<file path="src/rtl/qwi_reg_master.sv">
// qwi_reg_master: initiator for the single-cycle register bus.
// Turns valid/ready commands into single or auto-incrementing burst accesses and
// returns read data or a write ack on a response stream.
// Ports:
//   reg_clk, sys_rst_n                  clock, async active-low reset
//   cmd_valid/ready, cmd_wr/addr/len    command stream (len = beats-1)
//   wd_valid/ready, wd_data             write-data beat stream
//   rsp_valid/ready, rsp_data/last      response stream (data 0 for write ack)
//   busy                                controller not idle
//   reg_ce/we/addr/wrd, reg_rdd         register bus (rdd combinational from addr)
module qwi_reg_master #(
    parameter int unsigned AWID   = 12,
    parameter int unsigned DWID   = 32,
    parameter int unsigned LENW   = 8,
    parameter int unsigned RD_LAT = 1
) (
    input  logic              reg_clk,
    input  logic              sys_rst_n,
    input  logic              cmd_valid,
    output logic              cmd_ready,
    input  logic              cmd_wr,
    input  logic [AWID-1:0]   cmd_addr,
    input  logic [LENW-1:0]   cmd_len,
    input  logic              wd_valid,
    output logic              wd_ready,
    input  logic [DWID-1:0]   wd_data,
    output logic              rsp_valid,
    input  logic              rsp_ready,
    output logic [DWID-1:0]   rsp_data,
    output logic              rsp_last,
    output logic              busy,
    output logic              reg_ce,
    output logic [DWID/8-1:0] reg_we,
    output logic [AWID-1:0]   reg_addr,
    output logic [DWID-1:0]   reg_wrd,
    input  logic [DWID-1:0]   reg_rdd
);

    // RWAIT counter preload: sample happens RD_LAT cycles after the RADDR cycle
    localparam int unsigned WAIT_INIT = (RD_LAT == 0) ? 0 : RD_LAT - 1;

    typedef enum logic [2:0] {
        S_IDLE,
        S_WRITE,
        S_WACK,
        S_RADDR,
        S_RWAIT,
        S_RRESP
    } state_t;

    state_t          state;
    logic [AWID-1:0] cur_addr;
    logic [LENW-1:0] beats;
    logic [2:0]      wait_cnt;

    // Controller: state, counters and every output are registered here
    always_ff @(posedge reg_clk or negedge sys_rst_n) begin
        if (!sys_rst_n) begin
            state     <= S_IDLE;
            cur_addr  <= '0;
            beats     <= '0;
            wait_cnt  <= '0;
            cmd_ready <= 1'b0;
            wd_ready  <= 1'b0;
            rsp_valid <= 1'b0;
            rsp_data  <= '0;
            rsp_last  <= 1'b0;
            busy      <= 1'b0;
            reg_ce    <= 1'b0;
            reg_we    <= '0;
            reg_addr  <= '0;
            reg_wrd   <= '0;
        end else begin
            // Strobe is a one-cycle pulse; enables only ever accompany it
            reg_ce <= 1'b0;
            reg_we <= '0;

            case (state)
                S_IDLE: begin
                    if (cmd_ready && cmd_valid) begin
                        cmd_ready <= 1'b0;
                        busy      <= 1'b1;
                        cur_addr  <= cmd_addr;
                        beats     <= cmd_len;
                        if (cmd_wr) begin
                            wd_ready <= 1'b1;
                            state    <= S_WRITE;
                        end else begin
                            reg_ce   <= 1'b1;
                            reg_addr <= cmd_addr;
                            state    <= S_RADDR;
                        end
                    end else begin
                        cmd_ready <= 1'b1;
                        busy      <= 1'b0;
                    end
                end

                S_WRITE: begin
                    if (wd_valid && wd_ready) begin
                        reg_ce   <= 1'b1;
                        reg_we   <= '1;
                        reg_addr <= cur_addr;
                        reg_wrd  <= wd_data;
                        cur_addr <= cur_addr + 1'b1;
                        if (beats == '0) begin
                            wd_ready <= 1'b0;
                            state    <= S_WACK;
                        end else begin
                            beats <= beats - 1'b1;
                        end
                    end
                end

                // First WACK cycle carries the final strobe; ack rises one cycle later
                S_WACK: begin
                    if (!rsp_valid) begin
                        rsp_valid <= 1'b1;
                        rsp_data  <= '0;
                        rsp_last  <= 1'b1;
                    end else if (rsp_ready) begin
                        rsp_valid <= 1'b0;
                        rsp_last  <= 1'b0;
                        cmd_ready <= 1'b1;
                        busy      <= 1'b0;
                        state     <= S_IDLE;
                    end
                end

                S_RADDR: begin
                    if (RD_LAT == 0) begin
                        rsp_valid <= 1'b1;
                        rsp_data  <= reg_rdd;
                        rsp_last  <= (beats == '0);
                        state     <= S_RRESP;
                    end else begin
                        wait_cnt <= 3'(WAIT_INIT);
                        state    <= S_RWAIT;
                    end
                end

                S_RWAIT: begin
                    if (wait_cnt == '0) begin
                        rsp_valid <= 1'b1;
                        rsp_data  <= reg_rdd;
                        rsp_last  <= (beats == '0);
                        state     <= S_RRESP;
                    end else begin
                        wait_cnt <= wait_cnt - 1'b1;
                    end
                end

                S_RRESP: begin
                    if (rsp_ready) begin
                        rsp_valid <= 1'b0;
                        rsp_last  <= 1'b0;
                        if (beats == '0) begin
                            cmd_ready <= 1'b1;
                            busy      <= 1'b0;
                            state     <= S_IDLE;
                        end else begin
                            beats    <= beats - 1'b1;
                            cur_addr <= cur_addr + 1'b1;
                            reg_ce   <= 1'b1;
                            reg_addr <= cur_addr + 1'b1;
                            state    <= S_RADDR;
                        end
                    end
                end

                default: state <= S_IDLE;
            endcase
        end
    end

endmodule

</file>
<file path="config.mk">
export PLATFORM = sky130hd
export DESIGN_NAME = qwi_reg_master
export DESIGN_NICKNAME = d
export VERILOG_FILES = /design/src/rtl/qwi_reg_master.sv
export SDC_FILE = /design/constraint.sdc
export NUM_CORES = 1
export LEC_CHECK = 0
export CAP_MARGIN = 40
export CORE_UTILIZATION = 50
export CTS_CLUSTER_SIZE = 8
export DETAILED_ROUTE_END_ITERATION = 12
export PLACE_DENSITY = 0.86
export SKIP_LAST_GASP = 1
export SYNTH_ARGS = -nofsm -noshare
export SYNTH_HDL_FRONTEND = slang
export SYNTH_SLANG_ARGS = --single-unit
</file>
<file path="constraint.sdc">
create_clock -name reg_clk -period 4.36 [get_ports reg_clk]
set_input_delay 0.872 -clock reg_clk [delete_from_list [all_inputs] [get_ports reg_clk]]
set_output_delay 0.872 -clock reg_clk [all_outputs]
set_load 0.01 [all_outputs]
</file>
* After elaboration in Yosys (flattened, before gate mapping)
Cells that the tools add are included.
** Storage, ports and cells
- Input bits :: 90
- Register bits after elaboration :: 112
- Output and inout bits :: 86
- Logic and storage cells :: 118
** Operators by class
- Reduce and logical (&&, ||, !) cells :: 22
- Add/subtract/negate cells :: 3
- Equal/unequal tests :: 18
- Mux-type cells :: 61
** Operators with widths (count)
- 12-bit two-way mux :: 7
- 12-bit case mux with 3 select lines :: 2
- 32-bit two-way mux :: 2
- 32-bit case mux with 2 select lines :: 1
- 8-bit two-way mux :: 4
- 2-bit != test, second input constant :: 13
- 1-bit two-way mux :: 24
- 3-bit two-way mux :: 8
- 8-bit case mux with 3 select lines :: 1
- 3-bit case mux with 6 select lines :: 1
- 1-bit case mux with 3 select lines :: 5
- 5-bit AND reduction :: 3
- 12-bit by 1-bit adder with 12-bit output, second input constant :: 1
- 3-bit nonzero test :: 3
- 8-bit zero test :: 1
- 4-bit two-way mux :: 2
- 8-bit by 1-bit subtractor with 8-bit output, second input constant :: 1
- 7-bit AND reduction :: 1
- 3-bit by 2-bit == test with 1-bit output, second input constant :: 2
- 3-bit == test, second input constant :: 2
- 3-bit zero test :: 2
- 3-bit case mux with 2 select lines :: 1
- 2-bit AND reduction :: 3
- 3-bit AND reduction :: 2
- 8 further kinds :: 12

* Depth between registers and ports, before layout
Gate-level depths: netlist (run 1).
- Depth in word-level cells :: 4
- Mapped depth :: 8
- Mapped depth without buffers :: 6

* Worst setup path before layout (run 1)
No wires, ideal clock.
- Kind :: register to register
- Start :: register beats[0]
- End :: register reg_addr[0]
- Slack :: 2.249 ns
- Stages on the path, launching flop included :: 8
- Data required time :: 4.235 ns
- Buffers on the path :: 1
- Clock period less this slack :: 2.111 ns
- Setup time :: 0.125 ns
- Data arrival time :: 1.986 ns
- Cell sequence :: dfrtp_1 -> inv_1 -> ha_1 -> or4b_4 -> o211ai_2 -> and2_4 -> buf_6 -> mux2_4
** On the way
- Longest elaborated chain between the ends :: 3
** RTL lines
- start, declared :: RTL line 53 : logic [LENW-1:0] beats;
- start signal, assigned :: RTL line 84 : beats <= cmd_len;
- start signal, assigned :: RTL line 110 : beats <= beats - 1'b1;
- start signal, assigned :: RTL line 162 : beats <= beats - 1'b1;
- 8-bit zero test :: RTL line 157 : if (beats == '0) begin
- 2-bit != test (no source line)
- 6-bit AND reduction (no source line)
- end signal, assigned :: RTL line 90 : reg_addr <= cmd_addr;
- end signal, assigned :: RTL line 103 : reg_addr <= cur_addr;
- end signal, assigned :: RTL line 165 : reg_addr <= cur_addr + 1'b1;
- end, declared :: RTL line 34 : output logic [AWID-1:0] reg_addr,
No other way between the ends.
A chain may end at the register's enable or synchronous reset.

* Final worst setup path (run 1)
- Start :: register beats[0]
- End :: register cur_addr[1]
** On the way
- Longest elaborated chain between the ends :: 3
** RTL lines
- 8-bit zero test :: RTL line 157
- 2-bit != test (no source line)
- 5-bit AND reduction (no source line)
- end signal, assigned :: RTL line 83 : cur_addr <= cmd_addr;
- end signal, assigned :: RTL line 105 : cur_addr <= cur_addr + 1'b1;
- end signal, assigned :: RTL line 163 : cur_addr <= cur_addr + 1'b1;
- end, declared :: RTL line 52 : logic [AWID-1:0] cur_addr;
No other way between the ends.

==> flow_summary.yaml, run 1 <==
grt:
  grt_util_all_layers_pct: 26.0
  gr-usage-met2_pct: 42.3
  grt_pass1_vias: 4507
  grt_pass1_wl_um: 22900
  gr-max-usage-layer: "met2"
  globalRouteMet1Util_pct: 33.8
  antenna_found_initial: 0
  grt_max_degree: 45
  grt_util_met3_pct: 6.13
  overflow: 0
finish:
  fin_util_pct: 71.5
  area_growth_pct: 37.6
  layout-drive-gt1-share_pct: 12.8
  regArea_um2: 2730
  final_cell_mix: "clkdlybuf4s50_1, dfrtp_1, mux2_2"
  fin_nets: 745
  multi_input_area_um2: 2430
  n_fill_cell: 740
  final_cells: 792
  diodes: 0
  final_common_cell: "clkdlybuf4s50_1"
critical_path:
  r2r_end: "cur_addr[1]$_DFFE_PN0P_"
  r2r_setup_slack_ns: 1.64
  rr_startpoint: "beats[0]$_DFFE_PN0P_"
  worst_setup_path_start_kind: "register"
  crit_arrival_ns: 3.01
  cp-end-kind: "register"
  startpoint: "beats[0]$_DFFE_PN0P_"
  rr_worst_depth: 7
  path_max_fanout: 14
  worst_ep_required_time_ns: 4.65
  crit_type: "reg2reg"
route:
  drt_iter0_drc: 475
  ant_nets: 0
  vias: 4714
  finalWirelength_um: 14300
  wl_per_cell_um: 18.1
  via_per_inst: 5.95
  drt_pass1_iterations: 7
  drc: 0
place:
  hpwlAfterDp_um: 10400
  dp.cells: 776
  place.gp.congestion: 0.873
  io_buffers: 175
logic_synthesis:
  ys.flop_type: "dfrtp_1"
  synth_edf_count: 0
  synth_top_area_cell: "dfrtp_1"
  syn_inst: 496
  synth_area_um2: 5410
  synth_nets: 590
  syn_area_per_cell_um2: 10.9
  yosysTopAreaCellShare_pct: 50.4
  yosysWarnings: 0
  synth_seq_cells: 109
  seq_area_frac_synth_pct: 50.4
  synthTopCellsByArea: "dfrtp_1, mux2_2, a22o_1"
  synth-async-reset-ratio_pct: 100
  synth_cell_types: 69
clocking:
  root_buffer: "clkbuf_8"
  h-tree-depth: 3
  cts_tree: "built"
  cts_buffers: 9
  path_clk_slew_ns: 0.12
  cts_buffer_depth: 2
  cts_sinks: 109
  cts_hold_buf: 0
  clk_latency_ns: 0.40
  cts_setup_buffers: 0
  post_cts_resized: 0
timing:
  final_hold_viol_count: 0
  fmax_ghz: 0.368
  maxSlewHeadroom_pct: 34.9
  rsz0062_at_grt: "no"
  finalCriticalPeriod_ns: 2.72
  finalSetupViolCount: 0
  min_period_over_period_pct: 62.3
  worst_pin_slew_ns: 0.976
  slew_violations: 0
  finalClockSkew_ns: 0.0209
  setup_tns_ns: 0
worst_hold_path:
  min_path_type: "in2async"
floorplanning:
  die_w_um: 106
  fp.dieArea_um2: 11200
  core-area_um2: 10400
  io_pins: 176
  rows: 37
  start_util_pct: 52.0
  die_y_um: 106
pwr:
  leakagePower_nw: 3.06
  ir_drop_mv: 0.369
  p_total_mw: 5.73
  cellPowerDensity_nw_per_um2: 768
run_status:
  status: "finished, final reports clean"
job:
  max_cap_viol_count: 0
registers in the layout (all words and copies together), names as in the netlist, 3 cells and up:
name / cells
reg_wrd: 32
rsp_data: 32
cur_addr: 12
reg_addr: 12
beats: 8
state: 3
wait_cnt: 3
critical path: stages, from the launching register on:
cell	delay [ns]
dfrtp_1	0.42
inv_1	0.09
ha_1	0.30
nor4b_1	0.36
a21oi_1	0.13
buf_4	0.22
o21ai_1	0.68
mux2_2	0.41
per-layer routing:
| layer | part of all wire (%) | vias up |
|---|---|---|
| li1 | - | 2175 |
| met1 | 42 | 2294 |
| met2 | 49 | 215 |
| met3 | 6.5 | 30 |
| met4 | 2.5 | 0 |
| met5 | 0 | - |
logic make-up (layout without fill, tap and decap cells):
group	after synthesis	count (layout)	share of synthesized area, %
compound gates	151	151	20.8
xor+xnor	4	4	0.647
fa+ha+maj	4	4	0.924
buf+inv	57	217	4.85
flops	109	109	50.4
mux	47	47	10.1
simple gates	124	124	12.3
synthesized netlist by cell type, types with 6 or more instances:
cell and count:
a21oi_1 24, a22o_1 30, a31oi_1 7, buf_2 23, clkbuf_1 12, dfrtp_1 109, inv_1 15, mux2_2 37
mux2_4 6, nand2_1 32, nand3_1 10, nand4_1 6, nor2_1 22, nor3_1 10, nor4_1 9, o211ai_1 7
o21ai_0 20, o2bb2ai_1 6
stage by stage:
stage / area (um2) / hold slack (ns) / setup slack (ns)
after global placement: 7190 / 0.471 / 1.46
after CTS: 7450 / 0.472 / 1.69
after global routing: 7450 / 0.493 / 1.46
after floorplan: 5410 / 0.466 / 2.25
after detailed placement: 7240 / 0.481 / 1.41
final: 7450 / 0.444 / 1.64
power breakdown:
group	internal [mW]	leakage, nW	total, mW	switching [mW]
Clock	0.282	0.106	0.666	0.384
Combinational	1.69	1.61	3.09	1.41
Sequential	1.51	1.34	1.97	0.455
Total	3.48	3.06	5.73	2.24
how the worst max path moves through the flow:
stage / to / slack, ns / cells after the start
2_1_floorplan: reg_addr[0]$_DFFE_PN0P_ / 2.25 / 7
3_3_place_gp: cur_addr[1]$_DFFE_PN0P_ / 1.46 / 6
3_5_place_dp: cur_addr[1]$_DFFE_PN0P_ / 1.41 / 6
4_1_cts: cur_addr[1]$_DFFE_PN0P_ / 1.69 / 7
5_1_grt: cur_addr[1]$_DFFE_PN0P_ / 1.46 / 7
6_report: cur_addr[1]$_DFFE_PN0P_ / 1.64 / 7
layout make-up:
cell class	instances	area share, %
clock inverters	7	1.19
flip-flops and latches	109	36.6
repair buffers	186	24.9
inverters	15	0.756
multi-input cells	330	32.6
clock buffers	9	1.66
well taps	136	2.28
No activity file was read; power rests on OpenSTA's default activity.
==> inputs of run 2 (changes only) <==
Settings changed: CORE_UTILIZATION 50 to 42, PLACE_DENSITY 0.86 to 0.77.
Clock period 4.36 ns to 2.4 ns, I/O delays scaled along.
==> flow_summary.yaml, run 2 (synthesized netlist as in run 1, its figures left out) <==
run_status:
  status: "finished, final reports clean"
critical_path:
  crit_arrival_ns: 2.52
  r2r_setup_slack_ns: 0.11
  path_max_fanout: 7
  crit_slowest_cell: "or4b_4"
  slowest_delay_ns: 0.53
  crit_type: "reg2reg"
  crit_family: "simple AND/OR/NAND/NOR gates"
  worst_setup_path_start_kind: "register"
  crit_buf_inv: 1
  worst_ep_required_time_ns: 2.63
  crit_path_cell_trace: "inv_1 -> ha_1 -> or4b_4 -> o211ai_4 -> and2_4 -> mux2_2"
  cp-end-kind: "register"
finish:
  layout-drive-gt1-share_pct: 14.6
  final_cell_mix: "clkdlybuf4s50_1, dfrtp_1, mux2_2"
  fin_nets: 759
  reg_top3: "reg_wrd (32), rsp_data (32)"
  diodes: 0
  area_growth_pct: 42.4
  final_common_cell: "clkdlybuf4s50_1"
floorplanning:
  io_pins: 176
  rows: 41
  fp.dieArea_um2: 13300
  die_y_um: 116
  start_util_pct: 43.1
  die_w_um: 116
  core-area_um2: 12600
timing:
  setup_tns_ns: 0
  maxSlewHeadroom_pct: 55.5
  finalSetupViolCount: 0
  min_period_over_period_pct: 95.6
  fin_hold_ws_ns: 0.0903
  slew_violations: 0
  fmax_ghz: 0.436
  worst_pin_slew_ns: 0.665
  finalCriticalPeriod_ns: 2.29
  finalClockSkew_ns: 0.00774
  final_hold_viol_count: 0
  rsz0062_at_grt: "no"
clocking:
  cts_buffer_depth: 2
  cts_hold_buf: 0
  cts_sinks: 109
  clk_latency_ns: 0.35
  root_buffer: "clkbuf_16"
  cts_tree: "built"
  cts_setup_buffers: 0
  post_cts_resized: 0
  h-tree-depth: 3
  cts_buffers: 9
  path_clk_slew_ns: 0.08
route:
  drt_pass1_iterations: 5
  drt_iter0_drc: 340
  wl_per_cell_um: 18.0
  drc: 0
  finalWirelength_um: 15200
  via_per_inst: 5.68
  ant_nets: 0
  vias: 4781
place:
  place.gp.congestion: 0.901
  io_buffers: 175
  hpwlAfterDp_um: 11000
pwr:
  ir_drop_mv: 0.688
  p_total_mw: 10.9
  cellPowerDensity_nw_per_um2: 1410
  leakagePower_nw: 3.17
grt:
  grt_max_degree: 45
  grt_pass1_vias: 4612
  antenna_found_initial: 0
  grt_util_all_layers_pct: 22.4
  grt_pass1_wl_um: 23300
  overflow: 0
worst_hold_path:
  min_path_type: "in2async"
job:
  max_cap_viol_count: 0
run 2: worst paths after layout:
kind                                    startpoint                      end  cells after the start
hold reg to reg            rsp_data[0]$_DFFE_PN0P_  rsp_data[0]$_DFFE_PN0P_                      2
setup / recovery              beats[0]$_DFFE_PN0P_  reg_addr[7]$_DFFE_PN0P_                      6
setup reg to reg              beats[0]$_DFFE_PN0P_  reg_addr[7]$_DFFE_PN0P_                      6
max in group asynchronous                sys_rst_n     state[2]$_DFFE_PN0P_                      2
hold / removal                           sys_rst_n   reg_wrd[5]$_DFFE_PN0P_                      1
min in group reg_clk       rsp_data[0]$_DFFE_PN0P_  rsp_data[0]$_DFFE_PN0P_                      2
run 2: per-stage QoR:
| step | std cells | util, % | area (um2) | setup WS, ns |
|---|---|---|---|---|
| finish | 842 | 61.4 | 7710 | 0.107 |
| global route | 842 | 61.4 | 7710 | 0.0000879 |
| CTS | 841 | 61.2 | 7690 | 0.0782 |
| detailed placement | 825 | 58.8 | 7390 | 0.0950 |
| global placement | 824 | 58.7 | 7380 | 0.173 |
| floorplan | 496 | - | 5410 | 0.289 |
run 2: power by group:
part | internal, mW | leakage, nW | switching, mW | total [mW]
Combinational | 3.20 | 1.69 | 2.76 | 5.96
Sequential | 2.75 | 1.34 | 0.707 | 3.46
Clock | 0.741 | 0.142 | 0.747 | 1.49
run 2: cell type report:
type | count | area (um2)
clock buffers | 9 | 225
clock inverters | 7 | 78.8
fillers | 1056 | 4860
inverters | 15 | 56.3
multi-input cells | 331 | 2450
flip-flops and latches | 109 | 2730
well taps | 172 | 215
repair buffers | 199 | 1960
run 2: worst reg2reg max path, cell delays in order (launching register included):
cell and delay, ns:
dfrtp_1 0.41, inv_1 0.08, ha_1 0.26, or4b_4 0.53, o211ai_4 0.24, and2_4 0.29
mux2_2 0.35
run 2: metal layers:
layer / track usage [%] / up-vias / routed length (um)
met3: 4.34 / 18 / 988
met4: 6.58 / 0 / 250
met2: 38.3 / 202 / 7710
li1: - / 2215 / -
met5: 0 / - / 0
met1: 28.7 / 2346 / 6250
==> inputs of run 3 (changes only) <==
Settings changed: REMOVE_ABC_BUFFERS set to 1, SLEW_MARGIN set to 20.
==> flow_summary.yaml, run 3 (synthesized netlist as in run 1, its figures left out) <==
timing:
  finalCriticalPeriod_ns: 2.23
  final_hold_viol_count: 0
  worst_pin_slew_ns: 0.624
  setup_tns_ns: 0
  fin_hold_ws_ns: 0.0572
  maxSlewHeadroom_pct: 58.4
  slew_violations: 0
  min_period_over_period_pct: 92.8
  finalSetupViolCount: 0
  fmax_ghz: 0.449
  finalClockSkew_ns: 0.00875
  rsz0062_at_grt: "no"
clocking:
  h-tree-depth: 3
  post_cts_resized: 0
  cts_buffer_depth: 2
  cts_buffers: 9
  path_clk_slew_ns: 0.07
  cts_setup_buffers: 0
  cts_hold_buf: 0
  cts_sinks: 109
  root_buffer: "clkbuf_16"
  cts_tree: "built"
  clk_latency_ns: 0.34
route:
  vias: 4726
  drt_iter0_drc: 432
  drc: 0
  drt_pass1_iterations: 5
  ant_nets: 0
  finalWirelength_um: 15200
  via_per_inst: 5.61
  wl_per_cell_um: 18.0
floorplanning:
  start_util_pct: 43.1
  die_w_um: 116
  core-area_um2: 12600
  rows: 41
  fp.dieArea_um2: 13300
  die_y_um: 116
  io_pins: 176
place:
  io_buffers: 175
  dp.cells: 826
  hpwlAfterDp_um: 11100
  place.gp.congestion: 0.868
finish:
  final_cell_mix: "clkdlybuf4s50_1, dfrtp_1, mux2_2"
  diodes: 0
  area_growth_pct: 42.4
  reg_top3: "reg_wrd (32), rsp_data (32)"
  n_fill_cell: 1026
  layout-drive-gt1-share_pct: 14.6
  fin_nets: 759
  final_common_cell: "clkdlybuf4s50_1"
  final_cells: 842
  fin_util_pct: 61.3
critical_path:
  rr_startpoint: "state[2]$_DFFE_PN0P_"
  worst_ep_required_time_ns: 2.63
  cp-end-kind: "register"
  crit_type: "reg2reg"
  startpoint: "state[2]$_DFFE_PN0P_"
  path_max_fanout: 21
  crit_arrival_ns: 2.46
  worst_setup_path_start_kind: "register"
pwr:
  leakagePower_nw: 3.17
  p_total_mw: 10.9
  ir_drop_mv: 0.535
  cellPowerDensity_nw_per_um2: 1420
run_status:
  status: "finished, final reports clean"
job:
  max_cap_viol_count: 0
grt:
  antenna_found_initial: 0
  grt_pass1_vias: 4643
  grt_max_degree: 47
  grt_util_all_layers_pct: 22.6
  grt_pass1_wl_um: 23500
  overflow: 0
worst_hold_path:
  min_path_type: "in2async"
run 3: changes by cell type in the layout (fill, tap and decap cells not counted), sizes merged:
cell      change
and2          -1
buf           +1
bufinv        +1
clkbuf        +1
clkinv        -1
clkinvlp      -1
run 3: area by class of cell:
type	count	area, um2	share of cell area, %
inverter	15	56.3	0.731
tap	172	215	2.79
timing repair buffer	200	1960	25.5
sequential	109	2730	35.4
clock buffer	10	239	3.10
clock inverter	6	77.6	1.01
multi-input combinational	330	2430	31.5
run 3: critical path, stage by stage (launching register included):
cell and delay [ns]:
dfrtp_1 0.74, buf_4 0.31, and3b_1 0.30, o211ai_2 0.17
and2_4 0.27, mux2_4 0.31
run 3: metal layers:
layer | wire (um) | vias up | GRT usage [%]
met5 | 0 | - | 0
met4 | 256 | 0 | 6.84
met3 | 1140 | 22 | 5.65
met2 | 7490 | 175 | 40.5
met1 | 6270 | 2325 | 26.8
li1 | - | 2204 | -
run 3: path summary, 6_finish.rpt:
path	end	slack, ns	depth (start not counted)
worst max-delay path	reg_addr[6]$_DFFE_PN0P_	0.17	5
worst min-delay path	rsp_data[14]$_DFFE_PN0P_	0.06	1
worst max register to register	reg_addr[6]$_DFFE_PN0P_	0.17	5
worst min register to register	rsp_data[25]$_DFFE_PN0P_	0.49	2
max in group asynchronous	rsp_data[15]$_DFFE_PN0P_	1.58	2
min in group reg_clk	rsp_data[25]$_DFFE_PN0P_	0.49	2
run 3: power breakdown:
group | internal, mW | leakage, nW | switching (mW) | total (mW)
combinational | 3.19 | 1.68 | 2.70 | 5.89
sequential | 2.75 | 1.34 | 0.712 | 3.46
clock | 0.859 | 0.153 | 0.704 | 1.56
run 3: stage by stage:
stage	worst slack [ns]	area, um2
final	0.173	7710
after global placement	0.255	7390
after floorplan	-0.164	5210
after detailed placement	0.213	7390
after CTS	0.214	7710
after global routing	0.0484	7710
